--- config.mk ---
export PLATFORM = sky130hd
export DESIGN_NAME = pkt_buffer_write
export DESIGN_NICKNAME = d
export VERILOG_FILES = /design/src/rtl/pkt_buffer_write.sv
export SDC_FILE = /design/constraint.sdc
export NUM_CORES = 2
export LEC_CHECK = 0
export CAP_MARGIN = 20
export CORE_MARGIN = 5
export CORE_UTILIZATION = 55
export CTS_BUF_LIST = sky130_fd_sc_hd__clkbuf_16
export DETAILED_ROUTE_END_ITERATION = 8
export GPL_ROUTABILITY_DRIVEN = 0
export PLACE_DENSITY_LB_ADDON = 0.1
export REMOVE_ABC_BUFFERS = 1
export SLEW_MARGIN = 15
export SYNTH_ARGS = -nofsm -noshare
export SYNTH_HDL_FRONTEND = slang
export SYNTH_SLANG_ARGS = --single-unit
--- constraint.sdc ---
create_clock -name clk_sys -period 25.7 [get_ports clk_sys]
set_input_delay 5.14 -clock clk_sys [delete_from_list [all_inputs] [get_ports clk_sys]]
set_output_delay 5.14 -clock clk_sys [all_outputs]
set_load 0.05 [all_outputs]
--- src/rtl/pkt_buffer_write.sv ---
// pkt_buffer_write: queues parsed rx words and issues one packet-buffer write per word.
// Build macro PKT_BUFFER_WRITE_STAT_EN adds frame and discard counters.
module pkt_buffer_write #(
    parameter int unsigned data_fifo_depth_log2 = 4,
    parameter logic [6:0]  max_line             = 7'd127
) (
    input  logic         clk_sys,
    input  logic         reset_n,
    input  logic [133:0] iv_pkt,
    input  logic         i_pkt_wr,
    input  logic [8:0]   iv_pkt_bufid,
    input  logic         i_pkt_bufid_wr,
    output logic [133:0] ov_wr_data,
    output logic [15:0]  ov_wr_addr,
    output logic         o_wr_req,
    input  logic         i_wr_ack,
    output logic         o_frame_done_pulse,
    output logic         o_discard_pulse,
`ifdef PKT_BUFFER_WRITE_STAT_EN
    output logic [15:0]  ov_frame_cnt,
    output logic [15:0]  ov_discard_cnt,
`endif
    output logic [1:0]   ov_write_state
);

    localparam int unsigned DW    = data_fifo_depth_log2;
    localparam int unsigned DEPTH = 1 << DW;

    localparam logic [DW:0] FULL_CNT = {1'b1, {DW{1'b0}}};

    typedef enum logic [1:0] {
        S_IDLE       = 2'd0,
        S_WAIT_BUFID = 2'd1,
        S_TRANS      = 2'd2,
        S_DISCARD    = 2'd3
    } state_e;

    state_e state_q, state_d;

    // data FIFO
    logic [133:0]  dmem_q [DEPTH];
    logic [DW-1:0] dwp_q, dwp_d;
    logic [DW-1:0] drp_q, drp_d;
    logic [DW:0]   dcnt_q, dcnt_d;
    logic          d_empty, d_full;
    logic          d_push, d_pop, d_room;

    // bufid FIFO
    logic [8:0] bmem_q [2];
    logic       bwp_q, bwp_d;
    logic       brp_q, brp_d;
    logic [1:0] bcnt_q, bcnt_d;
    logic       b_push, b_pop, b_ovf;

    // input-side frame tracking
    logic gate_q, gate_d;
    logic in_frame_q, in_frame_d;
    logic in_head, in_tail;
    logic in_ovf, in_restart;

    // write-side context
    logic [8:0] bufid_q, bufid_d;
    logic [6:0] line_q, line_d;

    logic [133:0] hd_word;
    logic         hd_head, hd_tail;
    logic         stale_head;
    logic         wr_req, wr_fire;
    logic         ev_done, ev_orphan, ev_ovl;
    logic         done_q, done_d;
    logic         disc_q, disc_d;

    assign d_empty = (dcnt_q == '0);
    assign d_full  = (dcnt_q == FULL_CNT);

    assign hd_word = dmem_q[drp_q];
    assign hd_head = hd_word[132];
    assign hd_tail = hd_word[133];

    // A head word seen mid-frame means the previous frame lost its tail.
    assign stale_head = !d_empty && hd_head && (line_q != '0);
    assign wr_fire    = wr_req && i_wr_ack;

    assign in_head = iv_pkt[132];
    assign in_tail = iv_pkt[133];

    // Input gate: a head always reopens it; a pop this cycle frees a slot.
    always_comb begin
        d_room     = !d_full || d_pop;
        d_push     = i_pkt_wr && (gate_q || in_head) && d_room;
        in_ovf     = i_pkt_wr && (gate_q || in_head) && !d_room;
        in_restart = i_pkt_wr && in_head && in_frame_q;
        gate_d     = gate_q;
        in_frame_d = in_frame_q;
        if (in_ovf) begin
            gate_d     = 1'b0;
            in_frame_d = 1'b0;
        end else if (d_push) begin
            gate_d     = 1'b1;
            in_frame_d = !in_tail;
        end
    end

    // Data FIFO pointer and occupancy update.
    always_comb begin
        dwp_d  = d_push ? dwp_q + 1'b1 : dwp_q;
        drp_d  = d_pop ? drp_q + 1'b1 : drp_q;
        dcnt_d = dcnt_q;
        if (d_push && !d_pop) begin
            dcnt_d = dcnt_q + 1'b1;
        end else if (!d_push && d_pop) begin
            dcnt_d = dcnt_q - 1'b1;
        end
    end

    // Bufid FIFO: an ID arriving while both entries are taken is dropped.
    always_comb begin
        b_push = i_pkt_bufid_wr && ((bcnt_q != 2'd2) || b_pop);
        b_ovf  = i_pkt_bufid_wr && !b_push;
        bwp_d  = b_push ? ~bwp_q : bwp_q;
        brp_d  = b_pop ? ~brp_q : brp_q;
        bcnt_d = bcnt_q;
        if (b_push && !b_pop) begin
            bcnt_d = bcnt_q + 2'd1;
        end else if (!b_push && b_pop) begin
            bcnt_d = bcnt_q - 2'd1;
        end
    end

    // FSM state register.
    always_ff @(posedge clk_sys or negedge reset_n) begin
        if (!reset_n) begin
            state_q <= S_IDLE;
        end else begin
            state_q <= state_d;
        end
    end

    // FSM next-state logic.
    always_comb begin
        state_d = state_q;
        unique case (state_q)
            S_IDLE: begin
                if (!d_empty && hd_head) begin
                    state_d = S_WAIT_BUFID;
                end
            end
            S_WAIT_BUFID: begin
                if (bcnt_q != 2'd0) begin
                    state_d = S_TRANS;
                end
            end
            S_TRANS: begin
                if (stale_head) begin
                    state_d = S_IDLE;
                end else if (wr_fire) begin
                    if (hd_tail) begin
                        state_d = S_IDLE;
                    end else if (line_q == max_line) begin
                        state_d = S_DISCARD;
                    end
                end
            end
            S_DISCARD: begin
                if (!d_empty && (hd_head || hd_tail)) begin
                    state_d = S_IDLE;
                end
            end
        endcase
    end

    // FSM outputs: request, FIFO pops and discard/done events.
    always_comb begin
        wr_req    = 1'b0;
        d_pop     = 1'b0;
        b_pop     = 1'b0;
        ev_done   = 1'b0;
        ev_orphan = 1'b0;
        ev_ovl    = 1'b0;
        bufid_d   = bufid_q;
        line_d    = line_q;
        unique case (state_q)
            S_IDLE: begin
                if (!d_empty && !hd_head) begin
                    d_pop     = 1'b1;
                    ev_orphan = 1'b1;
                end
            end
            S_WAIT_BUFID: begin
                if (bcnt_q != 2'd0) begin
                    b_pop   = 1'b1;
                    bufid_d = bmem_q[brp_q];
                    line_d  = '0;
                end
            end
            S_TRANS: begin
                wr_req = !d_empty && !stale_head;
                if (wr_req && i_wr_ack) begin
                    d_pop   = 1'b1;
                    line_d  = line_q + 7'd1;
                    ev_done = hd_tail;
                    ev_ovl  = !hd_tail && (line_q == max_line);
                end
            end
            S_DISCARD: begin
                d_pop = !d_empty && !hd_head;
            end
        endcase
    end

    assign done_d = ev_done;
    assign disc_d = ev_orphan | ev_ovl | in_ovf | in_restart | b_ovf;

    // Control registers: FIFO pointers, gate, write context and pulses.
    always_ff @(posedge clk_sys or negedge reset_n) begin
        if (!reset_n) begin
            dwp_q      <= '0;
            drp_q      <= '0;
            dcnt_q     <= '0;
            bwp_q      <= 1'b0;
            brp_q      <= 1'b0;
            bcnt_q     <= '0;
            gate_q     <= 1'b1;
            in_frame_q <= 1'b0;
            bufid_q    <= '0;
            line_q     <= '0;
            done_q     <= 1'b0;
            disc_q     <= 1'b0;
        end else begin
            dwp_q      <= dwp_d;
            drp_q      <= drp_d;
            dcnt_q     <= dcnt_d;
            bwp_q      <= bwp_d;
            brp_q      <= brp_d;
            bcnt_q     <= bcnt_d;
            gate_q     <= gate_d;
            in_frame_q <= in_frame_d;
            bufid_q    <= bufid_d;
            line_q     <= line_d;
            done_q     <= done_d;
            disc_q     <= disc_d;
        end
    end

    // FIFO storage; pointers alone define validity, so no reset.
    always_ff @(posedge clk_sys) begin
        if (d_push) begin
            dmem_q[dwp_q] <= iv_pkt;
        end
        if (b_push) begin
            bmem_q[bwp_q] <= iv_pkt_bufid;
        end
    end

    assign o_wr_req           = wr_req;
    assign ov_wr_data         = wr_req ? hd_word : '0;
    assign ov_wr_addr         = wr_req ? {bufid_q, line_q} : '0;
    assign o_frame_done_pulse = done_q;
    assign o_discard_pulse    = disc_q;
    assign ov_write_state     = state_q;

`ifdef PKT_BUFFER_WRITE_STAT_EN
    logic [15:0] frame_cnt_q, frame_cnt_d;
    logic [15:0] disc_cnt_q, disc_cnt_d;

    assign frame_cnt_d = done_q ? frame_cnt_q + 16'd1 : frame_cnt_q;
    assign disc_cnt_d  = disc_q ? disc_cnt_q + 16'd1 : disc_cnt_q;

    // Free-running event counters, wrapping at 16 bits.
    always_ff @(posedge clk_sys or negedge reset_n) begin
        if (!reset_n) begin
            frame_cnt_q <= '0;
            disc_cnt_q  <= '0;
        end else begin
            frame_cnt_q <= frame_cnt_d;
            disc_cnt_q  <= disc_cnt_d;
        end
    end

    assign ov_frame_cnt   = frame_cnt_q;
    assign ov_discard_cnt = disc_cnt_q;
`endif

endmodule
==> flow_summary.json <==
{
  "cp.arrival_ns": 6.79,
  "start_kind": "flip-flop",
  "grt_start_max_net_pins": 172,
  "coreArea_um2": 152000,
  "synthCells": 3411,
  "cts_sinks": 2201,
  "post_cts_buffers": 0,
  "ys.flop_type": "edfxtp_1",
  "max_freq_mhz": 83.9,
  "holdBufCountCts": 0,
  "drc": 0,
  "max_slew_margin": 0.260,
  "drive_above_1_share": 0.265,
  "antenna_found_initial": 39,
  "dr.first_iter.drc_count": 3507,
  "clk_latency_ns": 0.83,
  "synth_warnings": 0,
  "cts_tree": "built",
  "ios": 303,
  "grt_pass1_wl_um": 278000,
  "drv_slew": 0,
  "post-route-util": 0.633,
  "fin_skew_ns": 0.0241,
  "clkTransAtPathRegs_ns": 0.06,
  "drt_wl_total_um": 190000,
  "first_pass_iters": 7,
  "port_buffers": 302,
  "rsz0062_at_grt": "false",
  "synth_cell_types": 56,
  "holdWs_ns": 0.472,
  "post-route-period-util": 0.464,
  "async_reset_ff_frac": 0.0177,
  "grt_use_total": 0.239,
  "fin_crit_ns": 11.93,
  "viasPerCell": 6.23,
  "grt-ovfl-total": 0,
  "worst_path_max_delay_cell": "buf_4",
  "cts_resized": 0,
  "hold_viol": 0,
  "cts-root-buf": "clkbuf_16",
  "crit_path_frequent_cell": "buf_4",
  "fp.dieW_um": 401,
  "drv_cap": 0,
  "leakage_nw": 30.3,
  "power_density_nw_per_um2": 108,
  "synth_enable_flop_cells": 2162,
  "cp_cell_sequence": "buf_4, mux2i_1, nand3b_1, nand4_1, nand2_1, or3_1, inv_4, buf_4, buf_4, and2_1, clkdlybuf4s50_1",
  "syn_area_um2": 84100,
  "clock_path_buffers": 3,
  "ir_worst_vdd_uv": 96.2,
  "layout.nets": 3997,
  "initial_core_util": 0.553,
  "power_w": 0.0104,
  "dieArea_um2": 161000,
  "dr_total_vias": 37700,
  "h-tree-depth": 4,
  "crit_path_end_kind": "output pin",
  "yosysSeqAreaShare": 0.783,
  "worst_slew_pin_slew_ns": 1.11,
  "crit_path_max_fanout": 62,
  "antenna_left": 0,
  "required_ns": 20.56,
  "first_global_vias": 40000,
  "hpwl_um": 98500,
  "path_class": "reg2out",
  "cts_buffers": 213,
  "rows": 143,
  "synth_area_leaders": "edfxtp_1 (77%), mux4_2 (18%), dfrtp_1 (1.1%)",
  "synth-seq-cells": 2201,
  "synthToLayoutAreaGrowth_pct": 14.4,
  "wl_per_cell_um": 31.4,
  "synth_largest_area_cell": "edfxtp_1",
  "setup_viol_count_final": 0,
  "hp-class": "reg2reg",
  "syn_avg_cell_area_um2": 24.7,
  "rrSetupSlack_ns": 18.65,
  "die_y_um": 401,
  "slowest_delay_ns": 0.88,
  "status": "completed",
  "yosysTopAreaCellShare": 0.772
}
## flip-flops by register name, summed over array words and instances, names as in the netlist
| register | count |
|---|---|
| bcnt_q | 2 |
| bmem_q | 18 |
| brp_q | 1 |
| bufid_q | 9 |
| bwp_q | 1 |
| dcnt_q | 5 |
| dmem_q | 2144 |
| drp_q | 4 |
| dwp_q | 4 |
| gate_q | 1 |
| in_frame_q | 1 |
| line_q | 7 |
| o_discard_pulse | 1 |
| o_frame_done_pulse | 1 |
| ov_write_state | 2 |
## area by class of cell
cell class	instances	area [µm²]
well taps	2030	2540
clock inverters	168	1030
fillers	10000	55800
repair buffers	377	3730
diodes	17	42.5
inverters	18	77.6
flip-flops and latches	2201	65900
clock buffers	219	5480
multi-input cells	1020	17400
## critical path: cells and delay by family, from the launching register on
kind	cells	cell delay, ns
DFF	1	0.85
muxes	1	0.33
buffers and inverters	5	3.44
and+or+nand+nor	5	1.20
## cell usage in the layout (no fill, tap or decap), types with 5 or more instances in the layout
master and n:
nand3_1 7, clkinv_2 45, dfrtp_1 35, and2_1 147
clkinv_1 49, clkinvlp_4 5, bufinv_16 9, nand2_1 22
o21ai_0 17, inv_1 67, diode_2 17, edfxtp_1 2162
buf_12 7, clkdlybuf4s50_1 301, buf_4 65, and3_4 14
xnor2_1 16, nor2_1 27, mux4_2 662, nor3_1 5
mux2i_1 21, clkbuf_16 219, ha_1 17
## per-layer routing
metal	wire, µm	vias to the layer above	share of wire	GRT usage
met2	96100	1372	0.51	0.395
met3	14700	291	0.078	0.0563
met4	3960	24	0.021	0.0573
li1	-	15500	-	-
met1	75000	20500	0.39	0.328
met5	177	-	0.00093	0
## cells in the mapped netlist (all sizes together) (4+ instances only)
master  count
nor3        5
xor2        4
clkbuf     97
mux4      662
a31oi       4
a21oi       4
and3       18
mux2i      21
nand3       7
and2      150
o21ai      20
nor2       27
xnor2      16
nor3b       4
nand2      22
edfxtp   2162
inv        18
dfrtp      38
ha         17
buf        75
a21o        4
## final timing paths
| path | from | to | depth (start not counted) |
|---|---|---|---|
| min in group asynchronous | reset_n | o_discard_pulse$_DFF_PN0_ | 1 |
| worst max-delay path | drp_q[2]$_DFFE_PN0P_ | ov_wr_data[37] | 11 |
| worst min register to register | bufid_q[1]$_DFFE_PN0P_ | bufid_q[1]$_DFFE_PN0P_ | 2 |
| worst max register to register | drp_q[2]$_DFFE_PN0P_ | dmem_q[15][58]$_DFFE_PP_ | 11 |
| worst min-delay path | bufid_q[1]$_DFFE_PN0P_ | bufid_q[1]$_DFFE_PN0P_ | 2 |
| max in group asynchronous | reset_n | drp_q[2]$_DFFE_PN0P_ | 1 |
## metrics by stage
step           area [µm²]  setup slack (ns)  setup TNS, ns  instances
4_1_cts             96100             13.70              0       6028
2_1_floorplan       83300             -2.91       -1392.00       3239
6_report            96200             13.77              0       6050
3_3_place_gp        89600             14.85              0       5641
5_1_grt             96200             13.47              0       6037
3_5_place_dp        89600             14.69              0       5641
## kinds of logic (layout without fill, tap and decap cells)
logic type	Yosys count	after routing	synth area share
adder cells (fa/ha/maj)	18	18	0.00277
other	0	17	0
multiplexers	685	685	0.180
AND/OR/NAND/NOR	249	249	0.0172
flip-flops	2201	2201	0.783
AO/OA/AOI/OAI	48	48	0.00428
buffers and inverters	190	782	0.0106
XOR/XNOR	20	20	0.00208
## report_power, final
part           total, W  switching (W)  internal, W
logic           0.00310        0.00168      0.00143
registers       0.00438       0.000125      0.00426
clock network   0.00290        0.00128      0.00162
total            0.0104        0.00308      0.00730
(Power assumes the default switching activity.)
